$ cat config.mk
export PLATFORM = sky130hd
export DESIGN_NAME = pixel_writeback_flat
export DESIGN_NICKNAME = d
export VERILOG_FILES = /design/src/rtl/pixel_writeback_pkg.sv /design/src/rtl/pixel_writeback_if.sv /design/src/rtl/pw_fifo.sv /design/src/rtl/pixel_writeback.sv /design/src/flat_wrapper.sv
export SDC_FILE = /design/constraint.sdc
export NUM_CORES = 1
export LEC_CHECK = 0
export ABC_AREA = 1
export BUFFER_PORTS_ARGS = -buffer_cell sky130_fd_sc_hd__buf_2
export CORE_ASPECT_RATIO = 1.1
export CORE_MARGIN = 2
export CORE_UTILIZATION = 33
export CTS_BUF_LIST = sky130_fd_sc_hd__clkbuf_8 sky130_fd_sc_hd__clkbuf_16
export CTS_CLUSTER_DIAMETER = 80
export CTS_CLUSTER_SIZE = 10
export DETAILED_ROUTE_END_ITERATION = 10
export PLACE_DENSITY = 0.59
export RECOVER_POWER = 50
export SKIP_CTS_REPAIR_TIMING = 1
export SLEW_MARGIN = 10
export SYNTH_ARGS = -nofsm -noshare
export SYNTH_HDL_FRONTEND = slang
export SYNTH_SLANG_ARGS = --single-unit
$ cat constraint.sdc
create_clock -name Clock -period 4.4 [get_ports Clock]
set_clock_uncertainty 0.1 [all_clocks]
set_input_delay 0.88 -clock Clock [delete_from_list [all_inputs] [get_ports Clock]]
set_output_delay 0.88 -clock Clock [all_outputs]
set_load 0.005 [all_outputs]
$ cat src/rtl/pixel_writeback_pkg.sv
// Shared constants and state type for the pixel transfer / writeback path.
package pixel_writeback_pkg;

  localparam int unsigned DefRows   = 7;
  localparam int unsigned DefCols   = 7;
  localparam int unsigned DefPixW   = 12;
  localparam int unsigned DefRowW   = 9;
  localparam int unsigned DefColW   = 8;
  localparam int unsigned FifoDepth = 4;
  localparam int unsigned FillW     = 3;

  typedef enum logic [0:0] {
    StIdle,
    StRecv
  } pw_state_e;

endpackage

$ cat src/rtl/pixel_writeback_if.sv
// Strobed pixel input stream plus BRAM write port and status of pixel_writeback.
interface pixel_writeback_if
  import pixel_writeback_pkg::*;
#(
  parameter int unsigned PIX_W = DefPixW,
  parameter int unsigned ROW_W = DefRowW,
  parameter int unsigned COL_W = DefColW
) ();

  logic             strobe;
  logic [PIX_W-1:0] pixel_in;
  logic [ROW_W-1:0] pix_row;
  logic [COL_W-1:0] pix_col;
  logic             wr_ready;
  logic             err_clr;
  logic             wr_en;
  logic [ROW_W-1:0] wr_row;
  logic [COL_W-1:0] wr_col;
  logic [PIX_W-1:0] wr_data;
  logic             frame_done;
  logic             seq_err;
  logic             overflow;
  logic [FillW-1:0] fill;

  modport master (
    output strobe, pixel_in, pix_row, pix_col, wr_ready, err_clr,
    input  wr_en, wr_row, wr_col, wr_data, frame_done, seq_err, overflow, fill
  );

  modport slave (
    input  strobe, pixel_in, pix_row, pix_col, wr_ready, err_clr,
    output wr_en, wr_row, wr_col, wr_data, frame_done, seq_err, overflow, fill
  );

endinterface

$ cat src/rtl/pw_fifo.sv
// Small first-word-fall-through FIFO; push on a full FIFO is taken only alongside a pop.
module pw_fifo #(
  parameter int unsigned Depth = 4,
  parameter int unsigned Width = 8,
  parameter int unsigned CntW  = $clog2(Depth + 1)
) (
  input  logic             clk,
  input  logic             rst_n,
  input  logic             push,
  input  logic             pop,
  input  logic [Width-1:0] wdata,
  output logic [Width-1:0] rdata,
  output logic             full,
  output logic             empty,
  output logic [CntW-1:0]  count
);

  localparam int unsigned PtrW = (Depth > 1) ? $clog2(Depth) : 1;

  logic [Width-1:0] mem_q [Depth];
  logic [PtrW-1:0]  wr_ptr_q, rd_ptr_q;
  logic [CntW-1:0]  count_q;
  logic             do_push, do_pop;

  function automatic logic [PtrW-1:0] ptr_inc(input logic [PtrW-1:0] ptr);
    return (ptr == PtrW'(Depth - 1)) ? '0 : ptr + PtrW'(1);
  endfunction

  assign full    = (count_q == CntW'(Depth));
  assign empty   = (count_q == '0);
  assign count   = count_q;
  assign rdata   = mem_q[rd_ptr_q];
  assign do_pop  = pop && !empty;
  assign do_push = push && (!full || do_pop);

  always_ff @(posedge clk or negedge rst_n) begin
    if (!rst_n) begin
      wr_ptr_q <= '0;
      rd_ptr_q <= '0;
      count_q  <= '0;
    end else begin
      if (do_push) wr_ptr_q <= ptr_inc(wr_ptr_q);
      if (do_pop)  rd_ptr_q <= ptr_inc(rd_ptr_q);
      if (do_push && !do_pop)      count_q <= count_q + CntW'(1);
      else if (do_pop && !do_push) count_q <= count_q - CntW'(1);
    end
  end

  // Storage needs no reset: entries are only read once count says they are valid.
  always_ff @(posedge clk) begin
    if (do_push) mem_q[wr_ptr_q] <= wdata;
  end

endmodule

$ cat src/rtl/pixel_writeback.sv
// Writes the masked pixel stream into the output frame BRAM, buffering write stalls in a
// 4-entry FIFO, checking raster order and pulsing frame_done with the last pixel's write.
module pixel_writeback
  import pixel_writeback_pkg::*;
#(
  parameter int unsigned ROWS  = DefRows,
  parameter int unsigned COLS  = DefCols,
  parameter int unsigned PIX_W = DefPixW,
  parameter int unsigned ROW_W = DefRowW,
  parameter int unsigned COL_W = DefColW
) (
  input logic         Clock,
  input logic         Resetn,
  pixel_writeback_if.slave bus
);

  localparam int unsigned EntW = ROW_W + COL_W + PIX_W;
  localparam logic [ROW_W-1:0] LastRow = ROW_W'(ROWS - 1);
  localparam logic [COL_W-1:0] LastCol = COL_W'(COLS - 1);

  pw_state_e        state_q, state_d;
  logic [ROW_W-1:0] exp_row_q, exp_row_d;
  logic [COL_W-1:0] exp_col_q, exp_col_d;
  logic             seq_err_q, seq_err_d;
  logic             overflow_q, overflow_d;
  logic             wr_en_q, frame_done_q;
  logic [ROW_W-1:0] wr_row_q;
  logic [COL_W-1:0] wr_col_q;
  logic [PIX_W-1:0] wr_data_q;

  logic             accept, seq_set, ovf_set, push, pop;
  logic             fifo_full, fifo_empty;
  logic [EntW-1:0]  fifo_rdata;
  logic [FillW-1:0] fifo_count;
  logic [ROW_W-1:0] head_row, nxt_row;
  logic [COL_W-1:0] head_col, nxt_col;
  logic [PIX_W-1:0] head_pix;
  logic             nxt_wrap, pos_match, at_origin;

  pw_fifo #(
    .Depth (FifoDepth),
    .Width (EntW),
    .CntW  (FillW)
  ) u_fifo (
    .clk   (Clock),
    .rst_n (Resetn),
    .push  (push),
    .pop   (pop),
    .wdata ({bus.pix_row, bus.pix_col, bus.pixel_in}),
    .rdata (fifo_rdata),
    .full  (fifo_full),
    .empty (fifo_empty),
    .count (fifo_count)
  );

  assign {head_row, head_col, head_pix} = fifo_rdata;

  assign pos_match = (bus.pix_row == exp_row_q) && (bus.pix_col == exp_col_q);
  assign at_origin = (bus.pix_row == '0) && (bus.pix_col == '0);
  assign pop       = !fifo_empty && bus.wr_ready;

  // Position following the received one; resyncing after an error uses the same path.
  always_comb begin
    nxt_row  = bus.pix_row;
    nxt_col  = bus.pix_col + COL_W'(1);
    nxt_wrap = 1'b0;
    if (bus.pix_col == LastCol) begin
      nxt_col = '0;
      if (bus.pix_row == LastRow) begin
        nxt_row  = '0;
        nxt_wrap = 1'b1;
      end else begin
        nxt_row = bus.pix_row + ROW_W'(1);
      end
    end
  end

  always_comb begin
    state_d   = state_q;
    exp_row_d = exp_row_q;
    exp_col_d = exp_col_q;
    accept    = 1'b0;
    seq_set   = 1'b0;
    unique case (state_q)
      StIdle: begin
        if (bus.strobe) begin
          if (at_origin) begin
            accept    = 1'b1;
            exp_row_d = nxt_row;
            exp_col_d = nxt_col;
            state_d   = nxt_wrap ? StIdle : StRecv;
          end else begin
            seq_set = 1'b1;
          end
        end
      end
      StRecv: begin
        if (bus.strobe) begin
          accept    = 1'b1;
          seq_set   = !pos_match;
          exp_row_d = nxt_row;
          exp_col_d = nxt_col;
          if (nxt_wrap) state_d = StIdle;
        end
      end
    endcase
  end

  // Expected position advances even when the pixel itself is dropped for lack of space.
  assign push       = accept && (!fifo_full || pop);
  assign ovf_set    = accept && fifo_full && !pop;
  assign seq_err_d  = seq_set || (seq_err_q && !bus.err_clr);
  assign overflow_d = ovf_set || (overflow_q && !bus.err_clr);

  always_ff @(posedge Clock or negedge Resetn) begin
    if (!Resetn) begin
      state_q      <= StIdle;
      exp_row_q    <= '0;
      exp_col_q    <= '0;
      seq_err_q    <= 1'b0;
      overflow_q   <= 1'b0;
      wr_en_q      <= 1'b0;
      frame_done_q <= 1'b0;
      wr_row_q     <= '0;
      wr_col_q     <= '0;
      wr_data_q    <= '0;
    end else begin
      state_q      <= state_d;
      exp_row_q    <= exp_row_d;
      exp_col_q    <= exp_col_d;
      seq_err_q    <= seq_err_d;
      overflow_q   <= overflow_d;
      wr_en_q      <= pop;
      frame_done_q <= pop && (head_row == LastRow) && (head_col == LastCol);
      if (pop) begin
        wr_row_q  <= head_row;
        wr_col_q  <= head_col;
        wr_data_q <= head_pix;
      end
    end
  end

  assign bus.wr_en      = wr_en_q;
  assign bus.wr_row     = wr_row_q;
  assign bus.wr_col     = wr_col_q;
  assign bus.wr_data    = wr_data_q;
  assign bus.frame_done = frame_done_q;
  assign bus.seq_err    = seq_err_q;
  assign bus.overflow   = overflow_q;
  assign bus.fill       = fifo_count;

endmodule
$ cat src/flat_wrapper.sv
// flat-port wrapper written by rule: the top's interface ports become plain ports
module pixel_writeback_flat import pixel_writeback_pkg::*;
#(
  parameter int unsigned ROWS  = DefRows,
  parameter int unsigned COLS  = DefCols,
  parameter int unsigned PIX_W = DefPixW,
  parameter int unsigned ROW_W = DefRowW,
  parameter int unsigned COL_W = DefColW
)
  (Clock, Resetn, bus_strobe, bus_pixel_in, bus_pix_row, bus_pix_col, bus_wr_ready, bus_err_clr, bus_wr_en, bus_wr_row, bus_wr_col, bus_wr_data, bus_frame_done, bus_seq_err, bus_overflow, bus_fill);
  pixel_writeback_if #(.PIX_W(PIX_W), .ROW_W(ROW_W), .COL_W(COL_W)) bus_i ();
  input logic Clock;
  input logic Resetn;
  input wire logic [$bits(bus_i.strobe)-1:0] bus_strobe;
  input wire logic [$bits(bus_i.pixel_in)-1:0] bus_pixel_in;
  input wire logic [$bits(bus_i.pix_row)-1:0] bus_pix_row;
  input wire logic [$bits(bus_i.pix_col)-1:0] bus_pix_col;
  input wire logic [$bits(bus_i.wr_ready)-1:0] bus_wr_ready;
  input wire logic [$bits(bus_i.err_clr)-1:0] bus_err_clr;
  output wire logic [$bits(bus_i.wr_en)-1:0] bus_wr_en;
  output wire logic [$bits(bus_i.wr_row)-1:0] bus_wr_row;
  output wire logic [$bits(bus_i.wr_col)-1:0] bus_wr_col;
  output wire logic [$bits(bus_i.wr_data)-1:0] bus_wr_data;
  output wire logic [$bits(bus_i.frame_done)-1:0] bus_frame_done;
  output wire logic [$bits(bus_i.seq_err)-1:0] bus_seq_err;
  output wire logic [$bits(bus_i.overflow)-1:0] bus_overflow;
  output wire logic [$bits(bus_i.fill)-1:0] bus_fill;
  assign bus_i.strobe = bus_strobe;
  assign bus_i.pixel_in = bus_pixel_in;
  assign bus_i.pix_row = bus_pix_row;
  assign bus_i.pix_col = bus_pix_col;
  assign bus_i.wr_ready = bus_wr_ready;
  assign bus_i.err_clr = bus_err_clr;
  assign bus_wr_en = bus_i.wr_en;
  assign bus_wr_row = bus_i.wr_row;
  assign bus_wr_col = bus_i.wr_col;
  assign bus_wr_data = bus_i.wr_data;
  assign bus_frame_done = bus_i.frame_done;
  assign bus_seq_err = bus_i.seq_err;
  assign bus_overflow = bus_i.overflow;
  assign bus_fill = bus_i.fill;
  pixel_writeback #(.ROWS(ROWS), .COLS(COLS), .PIX_W(PIX_W), .ROW_W(ROW_W), .COL_W(COL_W)) u_core (.Clock(Clock), .Resetn(Resetn), .bus(bus_i));
endmodule
* After elaboration in Yosys (flattened, before gate mapping) *
Memory sizes are Yosys's and may differ from the RTL's.
Cells that the tools add are included.

word-level totals
  register bits = 58
  bits in writable memories = 116
  input port bits = 34
  output and inout bits = 36
  logic and storage cells = 95
  memories = 1

cells by class
  add/sub/neg operators = 6
  equal/unequal tests = 12
  muxes and demuxes = 32
  bitwise operators = 1
  reductions and logical operators = 30

memories
  memory               words  width  rd ports  clocked after Yosys merged registers in  write ports  line           source
  u_core.u_fifo.mem_q  4      29     1         0                                        1            pw_fifo.sv:20  logic [Width-1:0] mem_q [Depth];

operator list
  operator             count
  $mux 9               5
  $mux 8               4
  $eq 9x3->1 const B   2
  $pmux 9 s2           1
  $eq 8x3->1 const B   2
  $pmux 8 s2           1
  $logic_and 1x1->1    14
  $mux 1               14
  $add 9x1->9 const B  1
  $eq 9x9->1           1
  $logic_not 9->1      1
  $add 8x1->8 const B  1
  $eq 8x8->1           1
  $logic_not 8->1      1
  $logic_not 1->1      7
  $mux 3               2
  $pmux 1 s2           3
  $add 2x1->2 const B  2
  $eq 2x2->1 const B   2
  $logic_or 1x1->1     4
  $mux 2               2
  $ne 2x2->1 const B   2
  $add 3x1->3 const B  1
  $eq 3x3->1 const B   1
  other kinds (6)      6

* Longest topological paths before layout *
  word-level depth = 11
  depth in mapped cells = 14
  gate-level depth less buffers = 14

* Cells and area by module *
Synthesis repeated with hierarchy kept, for this count alone.

second synthesis, totals
  cells, all modules = 753
  area, all modules = 7897.6 µm²

modules (own cells, without submodules)
  module           instances  cells an instance  area an instance (µm²)  sequential area each (µm²)
  pw_fifo          1          399                5118.7                  3658.5
  pixel_writeback  1          354                2778.9                  1276.2

* Least setup slack after synthesis *
OpenSTA, ideal clock, no wires.

  path kind = input -> register
  from = input port bus_pix_row[0]
  to = memory u_core.u_fifo.mem_q[0][0] (netlist bit) (enable)
  library setup time = 0.415 ns
  data arrival time = 2.969 ns
  data required time = 3.885 ns
  path slack = 0.916 ns
  stages = 8
  path buffers = 0
  path through = inv_1 ha_1 nand3_1 nor3_2 nand3b_2 nand2_4 nand3_2 nor2_1

between the ends
  longest elaborated chain between the ends = 9

ends and longest elaborated chain
  element                       line                    source
  start, declared               flat_wrapper.sv:16      input wire logic [$bits(bus_i.pix_row)-1:0] bus_pix_row;
  $logic_not 9->1               pixel_writeback.sv:59   assign at_origin = (bus.pix_row == '0) && (bus.pix_col == '0);
  $logic_and 1x1->1             pixel_writeback.sv:59
  $mux 1                        pixel_writeback.sv:87   if (at_origin) begin
  $mux 1                        pixel_writeback.sv:86   if (bus.strobe) begin
  $pmux 1 s2                    pixel_writeback.sv:84   unique case (state_q)
  $logic_and 1x1->1             pixel_writeback.sv:110  assign push = accept && (!fifo_full || pop);
  $logic_and 1x1->1             pw_fifo.sv:34           assign do_push = push && (!full || do_pop);
  $mux 1                        pw_fifo.sv:51           if (do_push) mem_q[wr_ptr_q] <= wdata;
  $mux 1 (implied by the code)  pw_fifo.sv:51
  end, declared                 pw_fifo.sv:20

No other way between the ends.

* Worst setup path in the final report *
  from = input port bus_wr_ready
  to = register u_core.u_fifo.count_q[1] (netlist: u_core.u_fifo.count[1])

between the ends
  longest elaborated chain between the ends = 7
  elaborated cells between the ends (all ways) = 12
  those cells by class = mux: 1; reduce/logical: 11

ends and longest elaborated chain
  element                                                       line                                   source
  start, declared                                               flat_wrapper.sv:18                     input wire logic [$bits(bus_i.wr_ready)-1:0] bus_wr_ready;
  $logic_and 1x1->1 (*)                                         pixel_writeback.sv:60                  assign pop = !fifo_empty && bus.wr_ready;
  $logic_or 1x1->1 / $logic_and 1x1->1 (equally long branches)  pixel_writeback.sv:110, pw_fifo.sv:33
  $logic_and 1x1->1 / $logic_or 1x1->1 (equally long branches)  pixel_writeback.sv:110, pw_fifo.sv:34
  $logic_and 1x1->1                                             pw_fifo.sv:34
  $logic_not 1->1                                               pw_fifo.sv:45                          else if (do_pop && !do_push) count_q <= count_q - CntW'(1);
  $logic_and 1x1->1                                             pw_fifo.sv:45
  $reduce_bool 2->1 (no source line)                            n/a
  end signal, assigned                                          pw_fifo.sv:44                          if (do_push && !do_pop) count_q <= count_q + CntW'(1);
  end signal, assigned                                          pw_fifo.sv:45
  end, declared                                                 pw_fifo.sv:22                          logic [CntW-1:0] count_q;

Every way passes the cells marked *; elsewhere a longest branch is shown, timed or not.
A chain may end at the register's enable or synchronous reset.

==> run metrics <==
outcome finished with violations; failing checks max-capacitance violations, max-slew violations; largest cells by area after synthesis edfxtp_1 46%, dfrtp_1 19%, nand2_1 8.2%, nor2_1 5.1%, o21ai_0 3.8%; Initial Util 33.8%; via count 4919; Worst Setup Start Kind primary input; placed insts 1044; Tmin final 3.30 ns; Root Driver clkbuf_16; Initial DRT Pass Iterations 4; layout cell share with drive strength beyond 1 13.4%; Crit. End Element flop; first-pass GRT wire length 26400 um; Synthesized Nets 748; Core ar. 0.0223 mm2; largest family of logic cells by synthesized area simple AND/OR/NAND/NOR gates; CTS H-tree depth 4; fin crit share 75.1%; post-DP HPWL 10400 um; fillers 2193; insertion delay to the later sink of the worst-skew pair 0.42 ns; Peak VDD IR 0.000300 V; syn_area_per_cell 10.7 um2; DRC Markers 0; mux share of post-synthesis cell area 0.150%; gpl congestion 0.753; Placement Setup Slack 1.02 ns; pwr/cell area 557 mW/mm2; row count 57; number of global-route vias before repair 4876; Max Cap Viol 2; routed wire length 16600 um; DR WL/cell 15.4 um; most instantiated cells after synthesis 164 x nand2_1, 116 x edfxtp_1, 103 x nor2_1, 58 x dfrtp_1, 57 x o21ai_0; asr flop ratio synth 33.3%; Final WS setup 1.10 ns; CTS tree yes; Cells after Synth 701; xor and xnor area share after synthesis 2.68%; Die X 148 um; Routed Antenna Nets 0; height of the die 162 um; drt initial violations 251; Synth warnings 0; Primary FF master, synth edfxtp_1; Max Slew Vio Count 64; unrepaired setup endpoints after global routing no; Ant. Diodes 0; final cell count without fillers 1076; CP required 4.61 ns; Final Hold Vio Count 0; share of the synthesized area in the top cell type 46.3%; I/O pin cnt 70; sequential area share after synthesis 65.6%; largest net degree at the start of global routing 61; initial antenna violation count 0; Longest Clk Path Bufs 2; number of synthesized flops with an enable pin 116; Rel. slew slack -21.5%; worst hold path class flop to flop; Post-Synth Simple-Gate Area 18.1%; Final setup viols 0; WS Path Type primary input to flop; Worst Path Max Fanout 33; Fin Setup TNS 0 ns; Num CTS Buffers 17; Worst-path clk slew 0.07 ns; Tot GR Track Use 14.4%; IO Port Bufs 69; die area 0.0240 mm2; worst endpoint data arrival time 3.51 ns; Mapped Area 0.00752 mm2; library cells used by synthesis 33; post-synthesis compound-gate area fraction 7.02%; Vias/cell 4.57; nets 815; top-count cell post-synth nand2_1; Layout area overhead 16.3%; worst slew pin tran 1.82 ns; total gr overflow 0; flops & latches, synth 174; cell taking the most area after synthesis edfxtp_1; CTS sink cnt 174; Max Clk Rate 303 MHz; Pleak 3.48 nW; Post-Synth Adder-Cell Area 2.26%
[flip-flops by register name, summed over array words and instances, names as in the netlist]
| name | count |
|---|---|
| u_core.bus.wr_en | 1 |
| u_core.bus.wr_row | 9 |
| u_core.exp_row_q | 9 |
| u_core.bus.overflow | 1 |
| u_core.u_fifo.count | 3 |
| u_core.u_fifo.wr_ptr_q | 2 |
| u_core.exp_col_q | 8 |
| u_core.bus.frame_done | 1 |
| u_core.state_q | 1 |
| u_core.u_fifo.mem_q | 116 |
| u_core.u_fifo.rd_ptr_q | 2 |
| u_core.bus.wr_data | 12 |
| u_core.bus.wr_col | 8 |
| u_core.bus.seq_err | 1 |
[metrics by stage]
step | hold WS [ns] | cell area (um2) | power, mW | utilization, %
finish | 0.377 | 8740 | 4.87 | 39.3
global route | 0.412 | 8740 | 5.20 | 39.3
CTS | 0.381 | 8790 | 4.95 | 39.5
detailed placement | 0.366 | 8170 | 3.39 | 36.7
global placement | 0.361 | 8170 | 3.36 | 36.7
floorplan | 0.368 | 7520 | 2.88 | -
[critical path, cell delays in order]
cell	delay (ns)
buf_2	0.07
inv_1	0.04
a21oi_2	0.10
clkbuf_1	1.15
inv_1	0.22
ha_1	0.27
inv_1	0.09
fa_1	0.42
mux2_2	0.27
[final timing paths]
check | startpoint | to | slack (ns) | depth (start not counted)
setup / recovery | bus_wr_ready | u_core.u_fifo.count[1]$_DFFE_PN0P_ | 1.10 | 9
hold / removal | u_core.bus.wr_col[3]$_DFFE_PN0N_ | u_core.bus.wr_col[3]$_DFFE_PN0N_ | 0.38 | 2
setup reg to reg | u_core.u_fifo.count[0]$_DFFE_PN0P_ | u_core.u_fifo.count[1]$_DFFE_PN0P_ | 1.10 | 8
hold reg to reg | u_core.bus.wr_col[3]$_DFFE_PN0N_ | u_core.bus.wr_col[3]$_DFFE_PN0N_ | 0.38 | 2
max in group asynchronous | Resetn | u_core.bus.wr_data[1]$_DFFE_PN0N_ | 2.10 | 2
min in group asynchronous | Resetn | u_core.bus.wr_col[6]$_DFFE_PN0N_ | 0.84 | 1
[power breakdown]
part           switching, mW  leakage, nW  total, mW  internal, mW
clock                  0.634        0.296       1.55         0.919
combinational          0.823         1.44       1.27         0.442
sequential             0.116         1.75       2.05          1.94
total                   1.57         3.48       4.87          3.30
[cells in the final DEF, fill, tap and decap left out, drive strengths merged]
cell type	Yosys	final
nand2	168	168
edfxtp	116	116
nor2	103	103
o21ai	71	71
dfrtp	58	58
clkbuf	16	51
buf	16	47
inv	39	43
nand3	42	42
xor2	18	18
a31oi	12	12
ha	12	12
xnor2	5	5
nand4	5	5
clkinv	0	4
o22a	3	3
o22ai	3	3
clkinvlp	0	3
bufinv	0	3
nand3b	3	3
a21oi	3	3
nor3	3	3
or2	2	2
nor4	1	1
mux2	1	1
fa	1	1
[kinds of logic after synthesis]
logic type | after synthesis
AOI/OAI and AO/OA | 92
xor gates and xnor gates | 23
adders and majority gates | 13
buffers and inverters | 71
DFF | 174
muxes | 1
and+or+nand+nor | 327
[cell type report]
type | count | area [um2] | area share (%)
Sequential cell | 174 | 4930 | 56.4
Multi-Input combinational cell | 456 | 2290 | 26.2
Clock buffer | 18 | 439 | 5.02
Timing Repair Buffer | 80 | 384 | 4.39
Tap cell | 295 | 369 | 4.22
Clock inverter | 14 | 183 | 2.09
Inverter | 39 | 146 | 1.67
[routing by layer]
layer  vias up  part of all wire (%)  global-route usage [%]
met1      2341                    46                    18.2
met4         0                  0.74                    5.63
met3         7                   4.1                    2.78
li1       2486                     -                       -
met5         -                     0                       0
met2        85                    50                    24.5
Power figures use the tool's default switching activity.
